===== src/rtl/hazard_detection_unit.sv =====
// Hazard controller for the 5-stage RV32 pipeline: load-use stalls,
// taken-branch flushes, data-memory wait states with a timeout trap,
// and a saturating count of stalled cycles.
module hazard_detection_unit #(
  parameter int FLUSH_CYCLES = 2,
  parameter int MEM_TIMEOUT  = 15,
  parameter int CNT_W        = 16
) (
  input  logic             clk,
  input  logic             reset,
  input  logic [6:0]       if_id_opcode,
  input  logic [4:0]       if_id_rs1,
  input  logic [4:0]       if_id_rs2,
  input  logic [4:0]       id_ex_rd,
  input  logic             id_ex_mem_read,
  input  logic             branch_taken,
  input  logic             dmem_req,
  input  logic             dmem_ready,
  output logic             pc_write,
  output logic             if_id_write,
  output logic             if_id_flush,
  output logic             control_sel,
  output logic             mem_timeout,
  output logic [CNT_W-1:0] stall_count
);

  typedef enum logic [1:0] {RUN, FLUSH, MEM_WAIT, HALT} state_t;

  localparam logic [2:0] FLUSH_RELOAD = 3'(FLUSH_CYCLES - 1);
  localparam logic [8:0] TIMEOUT_LIM  = 9'(MEM_TIMEOUT);

  localparam logic [6:0] OP_LOAD   = 7'b0000011;
  localparam logic [6:0] OP_STORE  = 7'b0100011;
  localparam logic [6:0] OP_REG    = 7'b0110011;
  localparam logic [6:0] OP_IMM    = 7'b0010011;
  localparam logic [6:0] OP_BRANCH = 7'b1100011;

  state_t           state_q, state_d;
  state_t           ret_q, ret_d;
  state_t           eff_state;
  logic [2:0]       flush_cnt_q, flush_cnt_d;
  logic [7:0]       wait_cnt_q, wait_cnt_d;
  logic [8:0]       wait_inc;
  logic             mem_timeout_q, mem_timeout_d;
  logic [CNT_W-1:0] stall_count_q, stall_count_d;

  logic uses_rs1, uses_rs2, load_use, mem_stall;
  logic pc_write_n, if_id_write_n, if_id_flush_n, control_sel_n;

  // Decode which source registers the instruction in ID actually reads.
  always_comb begin
    uses_rs1 = 1'b0;
    uses_rs2 = 1'b0;
    case (if_id_opcode)
      OP_LOAD, OP_IMM:            uses_rs1 = 1'b1;
      OP_STORE, OP_REG, OP_BRANCH: begin
        uses_rs1 = 1'b1;
        uses_rs2 = 1'b1;
      end
      default: ;
    endcase
  end

  assign load_use  = id_ex_mem_read && (id_ex_rd != 5'd0) &&
                     ((uses_rs1 && (if_id_rs1 == id_ex_rd)) ||
                      (uses_rs2 && (if_id_rs2 == id_ex_rd)));
  assign mem_stall = dmem_req && !dmem_ready;
  assign wait_inc  = {1'b0, wait_cnt_q} + 9'd1;

  // Next-state and Mealy output logic; a completed memory wait behaves
  // exactly like a cycle of the state that was frozen.
  always_comb begin
    state_d       = state_q;
    ret_d         = ret_q;
    flush_cnt_d   = flush_cnt_q;
    wait_cnt_d    = wait_cnt_q;
    mem_timeout_d = mem_timeout_q;
    eff_state     = state_q;
    pc_write_n    = 1'b1;
    if_id_write_n = 1'b1;
    if_id_flush_n = 1'b0;
    control_sel_n = 1'b0;

    if ((state_q == MEM_WAIT) && dmem_ready) begin
      eff_state  = ret_q;
      state_d    = ret_q;
      wait_cnt_d = 8'd0;
    end

    case (eff_state)
      RUN: begin
        if (mem_stall) begin
          pc_write_n    = 1'b0;
          if_id_write_n = 1'b0;
          wait_cnt_d    = 8'd1;
          ret_d         = RUN;
          state_d       = MEM_WAIT;
        end else if (branch_taken) begin
          if_id_flush_n = 1'b1;
          control_sel_n = 1'b1;
          if (FLUSH_CYCLES > 1) begin
            flush_cnt_d = FLUSH_RELOAD;
            state_d     = FLUSH;
          end else begin
            state_d = RUN;
          end
        end else if (load_use) begin
          pc_write_n    = 1'b0;
          if_id_write_n = 1'b0;
          control_sel_n = 1'b1;
          state_d       = RUN;
        end else begin
          state_d = RUN;
        end
      end
      FLUSH: begin
        if (mem_stall) begin
          // Freeze; flush_cnt is held so the flush resumes intact.
          pc_write_n    = 1'b0;
          if_id_write_n = 1'b0;
          wait_cnt_d    = 8'd1;
          ret_d         = FLUSH;
          state_d       = MEM_WAIT;
        end else begin
          if_id_flush_n = 1'b1;
          control_sel_n = 1'b1;
          if (branch_taken) begin
            flush_cnt_d = FLUSH_RELOAD;
            state_d     = (FLUSH_RELOAD == 3'd0) ? RUN : FLUSH;
          end else if (flush_cnt_q <= 3'd1) begin
            flush_cnt_d = 3'd0;
            state_d     = RUN;
          end else begin
            flush_cnt_d = flush_cnt_q - 3'd1;
            state_d     = FLUSH;
          end
        end
      end
      MEM_WAIT: begin
        // Only reached with dmem_ready low: keep waiting or trap.
        pc_write_n    = 1'b0;
        if_id_write_n = 1'b0;
        wait_cnt_d    = wait_inc[7:0];
        if (wait_inc >= TIMEOUT_LIM) begin
          mem_timeout_d = 1'b1;
          state_d       = HALT;
        end
      end
      HALT: begin
        pc_write_n    = 1'b0;
        if_id_write_n = 1'b0;
        if_id_flush_n = 1'b1;
        control_sel_n = 1'b1;
      end
      default: state_d = RUN;
    endcase

    if (!pc_write_n && !(&stall_count_q)) stall_count_d = stall_count_q + 1'b1;
    else                                  stall_count_d = stall_count_q;
  end

  // While reset is held the pipeline is kept bubbled and frozen.
  always_comb begin
    if (reset) begin
      pc_write    = 1'b0;
      if_id_write = 1'b0;
      if_id_flush = 1'b1;
      control_sel = 1'b1;
    end else begin
      pc_write    = pc_write_n;
      if_id_write = if_id_write_n;
      if_id_flush = if_id_flush_n;
      control_sel = control_sel_n;
    end
  end

  // State and counter registers; reset clears everything on the same edge.
  always_ff @(posedge clk) begin
    if (reset) begin
      state_q       <= RUN;
      ret_q         <= RUN;
      flush_cnt_q   <= 3'd0;
      wait_cnt_q    <= 8'd0;
      mem_timeout_q <= 1'b0;
      stall_count_q <= '0;
    end else begin
      state_q       <= state_d;
      ret_q         <= ret_d;
      flush_cnt_q   <= flush_cnt_d;
      wait_cnt_q    <= wait_cnt_d;
      mem_timeout_q <= mem_timeout_d;
      stall_count_q <= stall_count_d;
    end
  end

  assign mem_timeout = mem_timeout_q;
  assign stall_count = stall_count_q;

endmodule


===== config.mk =====
export PLATFORM = sky130hd
export DESIGN_NAME = hazard_detection_unit
export DESIGN_NICKNAME = d
export VERILOG_FILES = /design/src/rtl/hazard_detection_unit.sv
export SDC_FILE = /design/constraint.sdc
export NUM_CORES = 1
export LEC_CHECK = 0
export CELL_PAD_IN_SITES_DETAIL_PLACEMENT = 0
export CELL_PAD_IN_SITES_GLOBAL_PLACEMENT = 1
export CORE_MARGIN = 3
export CORE_UTILIZATION = 38
export DETAILED_ROUTE_END_ITERATION = 10
export GPL_ROUTABILITY_DRIVEN = 0
export GPL_TIMING_DRIVEN = 0
export MAX_ROUTING_LAYER = met4
export PLACE_DENSITY_LB_ADDON = 0.1
export RECOVER_POWER = 25
export SLEW_MARGIN = 40
export SYNTH_ARGS = -nofsm -noshare
export SYNTH_HDL_FRONTEND = slang
export SYNTH_SLANG_ARGS = --single-unit

===== constraint.sdc =====
create_clock -name clk -period 4.4 [get_ports clk]
set_input_delay 0.88 -clock clk [delete_from_list [all_inputs] [get_ports clk]]
set_output_delay 0.88 -clock clk [all_outputs]
set_load 0.01 [all_outputs]

==> results of run 1 <==
-- power by group through the flow --
stage / sequential, mW / clock (mW) / combinational (mW)
after CTS: 0.292 / 0.225 / 0.122
after global placement: 0.299 / 0 / 0.121
after global routing: 0.293 / 0.238 / 0.135
after detailed placement: 0.299 / 0 / 0.121
after floorplan: 0.298 / 0 / 0.0677
final: 0.293 / 0.217 / 0.120
-- tightest hold or removal path: stages, from the launching register on --
cell,delay [ps]
dfxtp_1,310
inv_1,50
a21oi_1,50
-- worst max-delay path by stage --
stage | from | to | slack [ps] | cells after the start
2_1_floorplan | id_ex_rd[1] | pc_write | 1430 | 6
3_3_place_gp | id_ex_rd[1] | pc_write | 420 | 8
5_1_grt | id_ex_rd[2] | pc_write | 320 | 8
3_5_place_dp | id_ex_rd[2] | pc_write | 410 | 8
4_1_cts | id_ex_rd[2] | pc_write | 400 | 8
6_report | id_ex_rd[2] | pc_write | 410 | 8
-- routing by layer --
| layer | vias up | global-route usage [%] | wire (µm) |
|---|---|---|---|
| li1 | 988 | - | - |
| met1 | 852 | 23.4 | 2250 |
| met2 | 41 | 27.9 | 2240 |
| met3 | 6 | 3.99 | 246 |
| met4 | 0 | 4.98 | 44 |
| met5 | - | - | 0 |
-- kinds of logic (layout without fill, tap and decap cells) --
| logic type | Yosys count | count (layout) | synth area share, % |
|---|---|---|---|
| xor+xnor | 17 | 17 | 7.77 |
| fa+ha+maj | 5 | 5 | 3.26 |
| simple gates | 92 | 92 | 26.6 |
| mux | 1 | 1 | 0.587 |
| flops | 31 | 31 | 32.4 |
| buf+inv | 22 | 77 | 6.07 |
| compound gates | 72 | 72 | 23.4 |
-- registers in the layout, summed over array words and instances (netlist names) --
name and count:
stall_count 16, flush_cnt_q 3, mem_timeout 1, state_q 2, wait_cnt_q 8, ret_q 1
-- synth_stat cells --
cell type,instances
a21boi_2,1
o21ai_1,3
o21ai_0,12
o31ai_1,13
nand3_1,8
nand2_1,13
nand4_1,6
o21bai_1,3
clkbuf_1,7
a211o_1,1
nor3_1,3
buf_4,4
nor2_1,22
inv_2,1
a211oi_1,1
mux2_1,1
buf_6,2
nor4_1,1
and2_4,1
a311oi_1,1
or3b_1,1
ha_1,5
xor2_1,11
a32oi_1,1
o211a_1,2
inv_1,5
or3_1,3
nand3b_1,2
o21a_1,1
or4_1,14
a21oi_1,28
nor2b_4,1
xnor2_1,6
a41o_1,1
and2_1,5
a22oi_1,2
nand2b_1,3
dfxtp_1,31
buf_2,3
and3_1,5
and4_1,1
nor2b_1,3
a31oi_1,1
o41ai_1,1
-- through the flow --
step	instance area, µm²	hold slack, ps	cells	power [mW]
floorplan	1920	470	240	0.366
global placement	2470	436	354	0.420
detailed placement	2470	443	354	0.420
CTS	2560	457	362	0.640
global route	2560	485	362	0.666
finish	2560	449	362	0.629
-- cell type report --
cell class	instances	area [µm²]	share of cell area [%]
multi-input cells	187	1180	46.2
flip-flops and latches	31	621	24.3
repair buffers	47	470	18.4
plain buffers	16	93.8	3.67
well taps	67	83.8	3.28
clock buffers	6	72.6	2.84
inverters	6	22.5	0.881
clock inverters	2	12.5	0.489
==> impl_metrics.yaml, run 1 <==
sta:
  hold_viol: 0
  finalSetupViolations: 0
  drv_slew: 0
  grt_setup_unrepaired: "false"
  worst_pin_slew_ps: 574
  layout_min_cycle_time_ps: 3990
  finalCritPeriodShare_pct: 90.7
  fin_setup_tns_ps: 0
  layout_setup_ws_ps: 409
  max_freq_mhz: 251
  slew_headroom_pct: 61.2
  skew_ps: 2.56
floorplanning:
  dieHeight_um: 77.0
  die-area_mm2: 0.00593
  initial_utilization_pct: 40.1
  die-width_um: 77.0
  ios: 49
  core_area_mm2: 0.00479
  row_count: 25
synthesis:
  ys_seq_elements: 31
  yosysSeqAreaShare_pct: 32.4
  avgSynthCellArea_um2: 7.99
  synth_nets: 273
  synth_top_area_share_pct: 32.4
  netlist_instances: 240
  synth_warnings: 0
  synthTopCellsByArea: "dfxtp_1 (32%), a21oi_1 (7.3%), or4_1 (5.5%), o31ai_1 (5.1%), xor2_1 (5.0%)"
  yosys.cell_types.count: 44
  synth_area_mm2: 0.00192
  yosysTopAreaCell: "dfxtp_1"
place:
  numPortBuffers: 47
  dpl.hpwl_um: 3580
  dp_slack_ps: 409
outcome:
  status: "finished clean"
worst_setup_path:
  r2r_cells: 9
  cp_cell_sequence: "clkdlybuf4s50_1 -> or4_1 -> nor2_1 -> a211o_1 -> nor2_1 -> a21oi_1 -> buf_4 -> clkdlybuf4s50_1"
  crit_slowest_cell: "or4_1"
  r2r_start: "state_q[1]"
  r2r_end: "stall_count[10]"
  start_kind: "primary input"
  worstPathMaxFanout: 3
  cp.buffers_inverters: 3
  cp.required_ps: 3520
  end_kind: "output port"
  cp_top_family: "buffers and inverters"
  crit_type: "primary input to output port"
  ff2ff_setup_slack_ps: 2190
  arrival_ps: 3110
  slowest_delay_ps: 540
power:
  sequentialPowerShare_pct: 46.5
  pwr-share-comb_pct: 19.1
  p_per_area_mw_per_mm2: 246
  vdd_drop_max_mv: 0.155
  switching_share_pct: 27.7
  intPower_uw: 455
  p_leak_nw: 0.922
  clkPwrFrac_pct: 34.4
  switchingPower_uw: 174
routing:
  drt_iter0_drc: 117
  drtAntennaViolNets: 0
  drt-total-wl_um: 4780
  firstDrtPassIters: 4
  vias: 1887
  avgViaCountPerCell: 5.21
  drc: 0
  wl_per_cell_um: 13.2
clock_network:
  cts.sinks: 31
  hold_buffers: 0
  htreeDepth: 2
  cts_resized: 0
  cts_tree: "built"
  cts_max_path_buffers: 2
  post-cts-setup-buffer-count: 0
  numCtsBuffers: 5
  clkTransAtPathRegs_ps: 70
  clockRootBuffer: "clkbuf_8"
  clk_latency_ps: 280
worst_hold_path:
  hold_start: "mem_timeout"
  whs_endpoint: "mem_timeout"
  hp-class: "flop to flop"
  min_path_cells: 2
cells_and_area:
  drive_above_1_share_pct: 6.44
  diodes: 0
  fin_nets: 327
  final_common_cell: "clkdlybuf4s50_1"
  most-common-layout-cells: "clkdlybuf4s50_1 (38), dfxtp_1 (31), a21oi_1 (28)"
  fin_util_pct: 53.4
  area_delta_synth_final_pct: 33.4
  n_fill_cell: 481
global_routing:
  grt_pass1_vias: 1829
  antenna_found_initial: 0
  grt_usage_pct: 17.9
  grt_max_degree: 11
  grt_pass1_wl_um: 8610
  grt-ovfl-total: 0
run:
  drv_cap: 0
Note: power is estimated with default switching activity, not from simulation.
==> inputs of run 2 (changes only) <==
--- a/config.mk
+++ b/config.mk
@@ -7,7 +7,7 @@
 export LEC_CHECK = 0
 export CELL_PAD_IN_SITES_DETAIL_PLACEMENT = 0
 export CELL_PAD_IN_SITES_GLOBAL_PLACEMENT = 1
-export CORE_MARGIN = 3
+export CORE_MARGIN = 4
 export CORE_UTILIZATION = 38
 export DETAILED_ROUTE_END_ITERATION = 10
 export GPL_ROUTABILITY_DRIVEN = 0
==> run 2 against run 1 <==
  * Sequential share of layout area decreased by 0.14 points
  * Final cell count unchanged
  * Clock power up 15%
  * Clock-buffer cell count grew 2
  * Sequential power is essentially flat
  * Highest routed layer unchanged
==> impl_metrics.yaml, run 2 (same netlist as run 1, synthesis figures left out) <==
clock_network:
  cts_max_path_buffers: 2
  hold_buffers: 0
  clkTransAtPathRegs_ps: 60
  cts_tree: "built"
  htreeDepth: 2
  numCtsBuffers: 5
  cts.sinks: 31
  post-cts-setup-buffer-count: 0
  clk_latency_ps: 290
  clockRootBuffer: "clkbuf_8"
  cts_resized: 0
cells_and_area:
  n_fill_cell: 494
  fin_util_pct: 53.4
  final_area_mm2: 0.00257
  largest_reg_flops: 16
  area_delta_synth_final_pct: 34.1
  most-common-layout-cells: "clkdlybuf4s50_1 (37), dfxtp_1 (31), a21oi_1 (28)"
  diodes: 0
  final_cells: 362
  drive_above_1_share_pct: 6.44
  fin_nets: 327
  final_common_cell: "clkdlybuf4s50_1"
worst_hold_path:
  hp-class: "flop to flop"
  min_path_cells: 2
  whs_endpoint: "mem_timeout"
  hold_start: "mem_timeout"
floorplanning:
  die-width_um: 79.0
  ios: 49
  die-area_mm2: 0.00624
  row_count: 25
  core_area_mm2: 0.00482
  dieHeight_um: 79.0
  initial_utilization_pct: 39.8
sta:
  finalSetupViolations: 0
  layout_setup_ws_ps: 422
  max_freq_mhz: 251
  holdWs_ps: 444
  finalCritPeriodShare_pct: 90.4
  grt_setup_unrepaired: "false"
  layout_min_cycle_time_ps: 3980
  worst_pin_slew_ps: 527
  fin_setup_tns_ps: 0
  skew_ps: 9.85
  drv_slew: 0
  slew_headroom_pct: 64.4
  hold_viol: 0
global_routing:
  grt-ovfl-total: 0
  grt_usage_pct: 17.0
  grt_pass1_wl_um: 8330
  antenna_found_initial: 0
  grt_pass1_vias: 1804
  grt_max_degree: 11
routing:
  drc: 0
  drtAntennaViolNets: 0
  vias: 1877
  drt_iter0_drc: 51
  avgViaCountPerCell: 5.19
  wl_per_cell_um: 13.4
  drt-total-wl_um: 4850
  firstDrtPassIters: 4
worst_setup_path:
  r2r_start: "state_q[1]"
  start_kind: "primary input"
  r2r_cells: 9
  r2r_end: "stall_count[12]"
  end_kind: "output port"
  crit_type: "primary input to output port"
  cp.required_ps: 3520
  arrival_ps: 3100
  worstPathMaxFanout: 3
  ff2ff_setup_slack_ps: 2120
run:
  drv_cap: 0
place:
  place_area_mm2: 0.00247
  numPortBuffers: 47
  dpl.hpwl_um: 3640
  placedCellCount: 354
  dp_slack_ps: 409
power:
  p_leak_nw: 0.935
  finalPower_uw: 662
  p_per_area_mw_per_mm2: 258
  vdd_drop_max_mv: 0.159
outcome:
  status: "finished clean"
## run 2: cell count changes in the layout (fill, tap and decap cells not counted)
cell / previous run / this run
dlygate4sd3_1: 9 / 10
clkinv_2: 1 / 0
clkbuf_8: 5 / 7
clkinvlp_4: 1 / 0
clkdlybuf4s50_1: 38 / 37
## run 2: critical path: stages
cell and delay (ps):
clkdlybuf4s50_1 470, or4_1 550, nor2_1 110, a211o_1 140
nor2_1 90, a21oi_1 200, buf_4 130, clkdlybuf4s50_1 530
## run 2: report_power, final
group / switching, mW / internal [mW]
Clock: 0.108 / 0.143
Sequential: 0.00506 / 0.287
Combinational: 0.0627 / 0.0572
Total: 0.175 / 0.487
## run 2: how the worst max path moves through the flow
| stage | slack, ps | from | cells past startpoint | to |
|---|---|---|---|---|
| floorplan | 1430 | id_ex_rd[1] | 6 | pc_write |
| global placement | 430 | id_ex_rd[1] | 8 | pc_write |
| detailed placement | 410 | id_ex_rd[1] | 8 | pc_write |
| CTS | 400 | id_ex_rd[1] | 8 | pc_write |
| global route | 280 | id_ex_rd[1] | 8 | pc_write |
| finish | 420 | id_ex_rd[1] | 8 | pc_write |
## run 2: final cells by class
class	instances	area [µm²]	share of cell area [%]
flip-flops and latches	31	621	24.1
repair buffers	47	470	18.3
inverters	6	22.5	0.876
clock buffers	8	100	3.89
plain buffers	16	93.8	3.65
well taps	67	83.8	3.26
multi-input cells	187	1180	45.9
## run 2: metal layers
metal  GRT usage (%)  wire length (µm)  part of all wire, %  vias up
met5               -                 0                    0        -
met4            4.64                52                  1.1        0
met3            4.76               246                  5.1        6
met2            26.2              2230                   46       37
met1            21.8              2330                   48      854
li1                -                 -                    -      980
